<file path="config.mk">
export PLATFORM = sky130hd
export DESIGN_NAME = dcache_wt
export DESIGN_NICKNAME = d
export VERILOG_FILES = /design/src/rtl/dcache_wt.sv
export SDC_FILE = /design/constraint.sdc
export NUM_CORES = 2
export LEC_CHECK = 0
export CAP_MARGIN = 20
export CORE_ASPECT_RATIO = 0.75
export CORE_MARGIN = 2
export CORE_UTILIZATION = 43
export DETAILED_ROUTE_END_ITERATION = 10
export PLACE_DENSITY = 0.6
export SYNTH_ARGS = -nofsm -noshare
export SYNTH_HDL_FRONTEND = slang
export SYNTH_SLANG_ARGS = --single-unit
</file>
<file path="constraint.sdc">
create_clock -name clk -period 15.9 [get_ports clk]
set_input_delay 3.18 -clock clk [delete_from_list [all_inputs] [get_ports clk]]
set_output_delay 3.18 -clock clk [all_outputs]
set_load 0.01 [all_outputs]
</file>
<file path="src/rtl/dcache_wt.sv">
// Direct-mapped, write-through, no-write-allocate data cache.
// CPU side: req/wr/addr/wdata/byte_en in, rd_data/stall out, inv_i clears all lines.
// Memory side: req/wr/addr/wdata/byte_en out, rd_data/ready in. Hit/miss load counters out.
module dcache_wt #(
    parameter int DATA_WIDTH = 32,
    parameter int SETS       = 64,
    parameter int CNT_WIDTH  = 32
) (
    input  logic                  clk,
    input  logic                  rst,
    input  logic                  cpu_req_i,
    input  logic                  cpu_wr_en_i,
    input  logic [31:0]           cpu_addr_i,
    input  logic [DATA_WIDTH-1:0] cpu_wr_data_i,
    input  logic [3:0]            cpu_byte_en_i,
    output logic [DATA_WIDTH-1:0] cpu_rd_data_o,
    output logic                  cpu_stall_o,
    input  logic                  inv_i,
    output logic                  mem_req_o,
    output logic                  mem_wr_en_o,
    output logic [31:0]           mem_addr_o,
    output logic [DATA_WIDTH-1:0] mem_wr_data_o,
    output logic [3:0]            mem_byte_en_o,
    input  logic [DATA_WIDTH-1:0] mem_rd_data_i,
    input  logic                  mem_ready_i,
    output logic [CNT_WIDTH-1:0]  hit_cnt_o,
    output logic [CNT_WIDTH-1:0]  miss_cnt_o
);

    localparam int IDX   = $clog2(SETS);
    localparam int TAG_W = 30 - IDX;

    typedef enum logic [1:0] {IDLE, FILL, WRITE} state_e;

    state_e                 state_q, state_d;
    logic [SETS-1:0]        valid_q, valid_d;
    logic [CNT_WIDTH-1:0]   hit_cnt_q, hit_cnt_d;
    logic [CNT_WIDTH-1:0]   miss_cnt_q, miss_cnt_d;
    logic [TAG_W-1:0]       tag_mem [SETS];
    logic [DATA_WIDTH-1:0]  data_mem [SETS];

    logic [IDX-1:0]         idx;
    logic [TAG_W-1:0]       tag;
    logic                   hit;
    logic [DATA_WIDTH-1:0]  line;
    logic [DATA_WIDTH-1:0]  merged;
    logic                   ld_hit, ld_miss, fill_done, wr_done;
    logic                   unused_addr;

    assign idx  = cpu_addr_i[2 +: IDX];
    assign tag  = cpu_addr_i[31 -: TAG_W];
    assign hit  = valid_q[idx] && (tag_mem[idx] == tag);
    assign line = data_mem[idx];
    assign unused_addr = ^cpu_addr_i[1:0];

    assign ld_hit    = (state_q == IDLE) && cpu_req_i && !cpu_wr_en_i && hit;
    assign ld_miss   = (state_q == IDLE) && cpu_req_i && !cpu_wr_en_i && !hit;
    assign fill_done = (state_q == FILL) && mem_ready_i;
    assign wr_done   = (state_q == WRITE) && mem_ready_i;

    always_comb begin
        merged = line;
        for (int b = 0; b < 4; b++) begin
            if (cpu_byte_en_i[b]) merged[8*b +: 8] = cpu_wr_data_i[8*b +: 8];
        end
    end

    always_comb begin
        state_d       = state_q;
        cpu_stall_o   = 1'b0;
        cpu_rd_data_o = '0;
        mem_req_o     = 1'b0;
        mem_wr_en_o   = 1'b0;
        mem_addr_o    = '0;
        mem_wr_data_o = '0;
        mem_byte_en_o = 4'b0000;
        unique case (state_q)
            IDLE: begin
                if (cpu_req_i && cpu_wr_en_i) begin
                    cpu_stall_o = 1'b1;
                    state_d     = WRITE;
                end else if (ld_miss) begin
                    cpu_stall_o = 1'b1;
                    state_d     = FILL;
                end else if (ld_hit) begin
                    cpu_rd_data_o = line;
                end
            end
            FILL: begin
                mem_req_o     = 1'b1;
                mem_addr_o    = {cpu_addr_i[31:2], 2'b00};
                mem_byte_en_o = 4'b1111;
                cpu_stall_o   = !mem_ready_i;
                if (mem_ready_i) begin
                    cpu_rd_data_o = mem_rd_data_i;
                    state_d       = IDLE;
                end
            end
            WRITE: begin
                mem_req_o     = 1'b1;
                mem_wr_en_o   = 1'b1;
                mem_addr_o    = {cpu_addr_i[31:2], 2'b00};
                mem_wr_data_o = cpu_wr_data_i;
                mem_byte_en_o = cpu_byte_en_i;
                cpu_stall_o   = !mem_ready_i;
                if (mem_ready_i) state_d = IDLE;
            end
            default: state_d = IDLE;
        endcase
    end

    // Invalidate overrides a coincident fill so the filled line stays invalid.
    always_comb begin
        valid_d = valid_q;
        if (fill_done) valid_d[idx] = 1'b1;
        if (inv_i) valid_d = '0;
    end

    always_comb begin
        hit_cnt_d  = hit_cnt_q;
        miss_cnt_d = miss_cnt_q;
        if (ld_hit && (hit_cnt_q != '1)) hit_cnt_d = hit_cnt_q + CNT_WIDTH'(1);
        if (ld_miss && (miss_cnt_q != '1)) miss_cnt_d = miss_cnt_q + CNT_WIDTH'(1);
    end

    always_ff @(posedge clk or posedge rst) begin
        if (rst) begin
            state_q    <= IDLE;
            valid_q    <= '0;
            hit_cnt_q  <= '0;
            miss_cnt_q <= '0;
        end else begin
            state_q    <= state_d;
            valid_q    <= valid_d;
            hit_cnt_q  <= hit_cnt_d;
            miss_cnt_q <= miss_cnt_d;
        end
    end

    // Arrays carry no reset; reset forces IDLE, which blocks any update.
    always_ff @(posedge clk) begin
        if (fill_done) begin
            tag_mem[idx]  <= tag;
            data_mem[idx] <= mem_rd_data_i;
        end else if (wr_done && hit) begin
            data_mem[idx] <= merged;
        end
    end

    assign hit_cnt_o  = hit_cnt_q;
    assign miss_cnt_o = miss_cnt_q;

endmodule

</file>
* After elaboration in Yosys (flattened, before gate mapping)
Memory sizes are Yosys's and may differ from the RTL's. Index checks and enable logic that the tools add are counted.
Storage, ports and cells: flip-flop bits (word level) 130, bits in writable memories 3584, input port bits 106, output and inout port bits 167, logic and storage cells 71, memories kept 2
Cells by class: add/subtract/negate cells 2, order comparisons 2, equal/unequal tests 7, multiplexer cells 33, bitwise logic cells 2, reduce and logical (&&, ||, !) cells 19
Memories:
- data_mem | depth 64, width 32, read ports 1, clocked after memory_dff 0, wr ports 1, line 40 | logic [DATA_WIDTH-1:0] data_mem [SETS];
- tag_mem | depth 64, width 24, read ports 1, clocked after memory_dff 0, wr ports 1, line 39 | logic [TAG_W-1:0] tag_mem [SETS];
Operators with widths (count):
- $mux W32 | 7
- $mux W64 | 2
- $add A32 B1 Y32 const B | 2
- $ne A32 B32 Y1 const B | 2
- $or A64 B64 Y64 | 1
- $pmux W32 S2 | 1
- $mux W8 | 4
- $eq A24 B24 Y1 | 1
- $logic_and A1 B1 Y1 | 12
- $mux W1 | 11
- $pmux W4 S2 | 1
- $lt A6 B7 Y1 const B | 1
- $bmux W1 S6 | 1
- $demux W1 S6 | 1
- $ge A6 B1 Y1 const B | 1
- $mux W2 | 3
- $pmux W2 S2 | 1
- $logic_not A1 Y1 | 3
- $ne A3 B2 Y1 const B | 1
- $eq A2 B1 Y1 const B | 1
- $eq A2 B2 Y1 const B | 1
- $logic_not A2 Y1 | 1
- $ne A2 B1 Y1 const B | 1
- $pmux W1 S2 | 1
- 4 further kinds | 4

* Longest topological paths before layout
depth after elaboration 8, mapped depth 20, gate-level depth less buffers 10

* Least setup slack after synthesis
No wires, ideal clock.
path kind input-to-output, start input cpu_addr_i[4], end output cpu_rd_data_o[10], arrival time 7.037 ns, data required time 12.720 ns, path slack 5.683 ns, cell stages on the path 16, path buffers 6, cell sequence buf_4 > buf_2 > buf_1 > buf_1 > mux2i_1 > o22ai_1 > nor4_1 > o22ai_1 > xor2_1 > a2111oi_0 > nand4_1 > or4_1 > buf_2 > or2_2 > clkbuf_1 > o21ai_0
Between the ends: cells in the longest elaborated chain, start to end 8, elaborated cells between the ends (all ways) 13, those cells by class eq/ne: 1; mux: 6; reduce/logical: 4; memory: 2
RTL lines:
- start, declared | line 13 | input logic [31:0] cpu_addr_i,
- $mem_v2 Z64 W24 / $bmux W1 S6 (equally long branches)
- $eq A24 B24 Y1 / $mux W1 (equally long branches) | line 52 | assign hit = valid_q[idx] && (tag_mem[idx] == tag);
- $logic_and A1 B1 Y1 | line 52
- $logic_and A1 B1 Y1 / $logic_not A1 Y1 (equally long branches) | line 56, 57
- $mux W32 / $logic_and A1 B1 Y1 (equally long branches) | line 85, 57
- $mux W32 (*) | line 82 | end else if (ld_miss) begin
- $mux W32 (*) | line 79 | if (cpu_req_i && cpu_wr_en_i) begin
- $pmux W32 S2 (*) | line 77 | unique case (state_q)
- end, declared | line 16 | output logic [DATA_WIDTH-1:0] cpu_rd_data_o,
Mark *: on every way between the ends. The rest lies on a longest branch, timed or not. The select of a mux whose other input is x is not followed.

* Final worst setup path
start input cpu_addr_i[3], end output cpu_rd_data_o[28]
Same word-level chain as after synthesis.

==> impl_metrics.py <==
metrics = {
    "status": {
        "run_status": "completed",
    },
    "pwr": {
        "sequentialPowerShare_pct": 51.5,
        "switching_share_pct": 22.7,
        "intPower_w": 0.0162,
        "p_total_w": 0.0209,
        "cellPowerDensity_mw_per_mm2": 128,
        "power.net_switching_w": 0.00475,
        "combPwrFrac_pct": 7.3,
        "p_leak_nw": 52.0,
        "clockPowerShare_pct": 41.2,
        "ir_drop_uv": 109,
    },
    "setup_path": {
        "rr_worst_depth": 13,
        "cp_data_required_time_ns": 12.72,
        "crit_path_start_kind": "input port",
        "r2r_end": "data_mem[23][8]",
        "cp-end-kind": "output port",
        "r2r-start": "tag_mem[63][13]",
        "critPathArrivalTime_ns": 10.15,
        "ff2ff_setup_slack_ns": 8.43,
        "crit_type": "in -> out",
        "worstPathMaxFanout": 59,
    },
    "sta": {
        "fmax_ghz": 0.0750,
        "report.final.setup_viol": 0,
        "worst_slew_pin_slew_ns": 1.25,
        "finalHoldViolCount": 0,
        "setup_ws_ns": 2.57,
        "rsz0062_at_grt": "false",
        "skew_ns": 0.104,
        "fin_crit_ns": 13.33,
        "setup-tns-final_ns": 0,
        "fin_crit_sh_pct": 83.8,
        "maxSlewViolCount": 0,
        "timing.slew.headroom_pct": 16.6,
    },
    "drt": {
        "finalWirelength_um": 486000,
        "dr_wl_met3_um": 71600,
        "ant_nets": 0,
        "maxUsedRoutingLayer": "met5",
        "wl_met1_um": 190000,
        "dr.pass1.iters": 6,
        "wl_per_cell_um": 37.4,
        "drc_errors": 0,
        "vias": 85100,
        "met2_length_um": 207000,
        "drt_iter0_markers": 14500,
        "vias_per_cell": 6.54,
    },
    "finish": {
        "mostFrequentLayoutCells": "edfxtp_1 (3,584), a22oi_1 (656), mux2i_1 (392)",
        "fin_cells": 13000,
        "final_nets": 8413,
        "final_common_cell": "edfxtp_1",
        "drive_gt1_share_pct": 17.5,
        "area_growth_pct": 15.3,
    },
    "clock_tree": {
        "clk_pin_slew_ns": 0.06,
        "numCtsBuffers": 367,
        "cts_resized": 0,
        "cts_setup_buffers": 0,
        "ctsHoldBuffers": 0,
        "cts_max_level": 5,
        "cts_buffer_depth": 4,
        "cts_tree": "built",
        "cts.sinks": 3714,
        "insertion_delay_ns": 0.94,
        "cts_root_buffer": "clkbuf_16",
    },
    "place": {
        "port_buffers": 268,
        "dp_slack_ns": 2.76,
        "place_inst": 12300,
        "gp_congestion": 0.871,
        "dp_hpwl_um": 271000,
    },
    "die": {
        "fp.dieH_um": 502,
        "row_count": 182,
        "io_pins": 273,
        "dieArea_mm2": 0.335,
        "dieWidth_um": 668,
        "start_util_pct": 43.3,
        "core_area_mm2": 0.328,
    },
    "global_route": {
        "grt-ovfl-total": 0,
        "grt_pass1_wl_um": 659000,
        "grt_max_degree": 103,
        "grt_pass1_vias": 79300,
        "grtUsageTotal_pct": 28.4,
        "antenna_found_initial": 25,
    },
    "synth": {
        "synth-edff-count": 3584,
        "synth_area_leader_cell": "edfxtp_1",
        "synth_area_leaders": "edfxtp_1 (76%), mux4_2 (3.6%), a22oi_1 (3.5%)",
        "ys_types": 78,
        "yosys_warnings": 0,
        "async_flop_share_pct": 3.50,
        "synth-seq-area-share_pct": 78.1,
        "syn_avg_cell_area_um2": 18.2,
        "synth_top_area_share_pct": 75.8,
        "synthCells": 7809,
        "synth_ff_type": "edfxtp_1",
        "synthesis.area_mm2": 0.142,
        "ys_ff_latch": 3714,
    },
    "min_path": {
        "min_from": "hit_cnt_o[18]",
        "whs_path_depth": 1,
        "hold_path_class": "reg -> reg",
        "whs_endpoint": "hit_cnt_o[18]",
    },
    "run": {
        "maxCapViolCount": 0,
    },
}
-- cell type report --
cell class                 count  area (um^2)
inverter                      17         73.8
multi-input combinational   3552        29800
sequential                  3714       111000
fill                       26500       164000
clock inverter               229         2130
tap                         4416         5530
clock buffer                 431         9610
timing repair buffer         649         5780
antenna                        9         22.5
-- metal layers --
metal / vias to the layer above / global-route usage [%]
met5: - / 0
met4: 8 / 9.21
met3: 856 / 8.29
met2: 6437 / 40.7
met1: 44500 / 41.6
li1: 33300 / -
-- synth_stat cells, types with 24 or more instances --
cell type,number
clkbuf_1,306
nor3_1,107
nand3_1,87
xor2_1,36
o22ai_1,113
a31oi_1,78
a22o_1,128
nand2_1,200
buf_1,82
buf_4,24
mux2i_1,392
a22oi_1,656
xnor2_1,37
mux2_2,133
buf_2,102
mux4_2,224
and2_1,72
a41oi_1,33
nor4_1,47
nor2_1,264
and3_1,35
a21oi_1,133
dfrtp_1,130
o21ai_0,161
edfxtp_1,3584
a221oi_1,245
nand4_1,100
-- power by group through the flow --
stage	Combinational (W)	Sequential [W]	Clock [W]
2_1_floorplan	0.000677	0.0110	0
3_3_place_gp	0.00147	0.0110	0
3_5_place_dp	0.00149	0.0110	0
4_1_cts	0.00150	0.0108	0.00868
5_1_grt	0.00158	0.0108	0.00905
6_report	0.00153	0.0108	0.00863
-- per-stage QoR --
step,util [%],hold slack (ns),instance area [um^2]
detailed placement,46.3,0.484,152000
finish,49.9,0.490,164000
floorplan,-,0.461,142000
CTS,49.8,0.493,164000
global placement,46.2,0.473,152000
global route,49.9,0.515,164000
-- worst max-delay path, stage by stage --
cell,delay [ns]
buf_8,0.40
buf_4,0.74
nor2_4,0.35
buf_4,0.43
a221oi_1,0.36
nor2_1,0.14
o21ai_0,0.68
nand4_1,0.28
xor2_1,0.22
or4_1,0.54
or4_2,0.87
or2_2,0.62
o21ai_0,0.39
clkdlybuf4s50_1,0.60
-- worst max path at each step --
stage,from,to,slack (ns)
after CTS,cpu_addr_i[2],cpu_rd_data_o[6],2.76
after global routing,cpu_addr_i[3],cpu_rd_data_o[6],2.53
after floorplan,cpu_addr_i[4],cpu_rd_data_o[10],5.68
after detailed placement,cpu_addr_i[2],cpu_rd_data_o[6],2.76
final,cpu_addr_i[3],cpu_rd_data_o[28],2.57
after global placement,cpu_addr_i[2],cpu_rd_data_o[26],2.87
-- registers in the layout, indices dropped and copies added, names as in the netlist --
signal / cells
data_mem: 2048
hit_cnt_o: 32
miss_cnt_o: 32
state_q: 2
tag_mem: 1536
valid_q: 64
-- cell families after synthesis --
logic type	synth area share, %
adders and majority gates	0.0529
buffers and inverters	1.66
DFF	78.1
muxes	7.37
xor gates and xnor gates	0.450
other	0.00264
AOI/OAI and AO/OA	8.66
and+or+nand+nor	3.74
(Power assumes the default switching activity.)
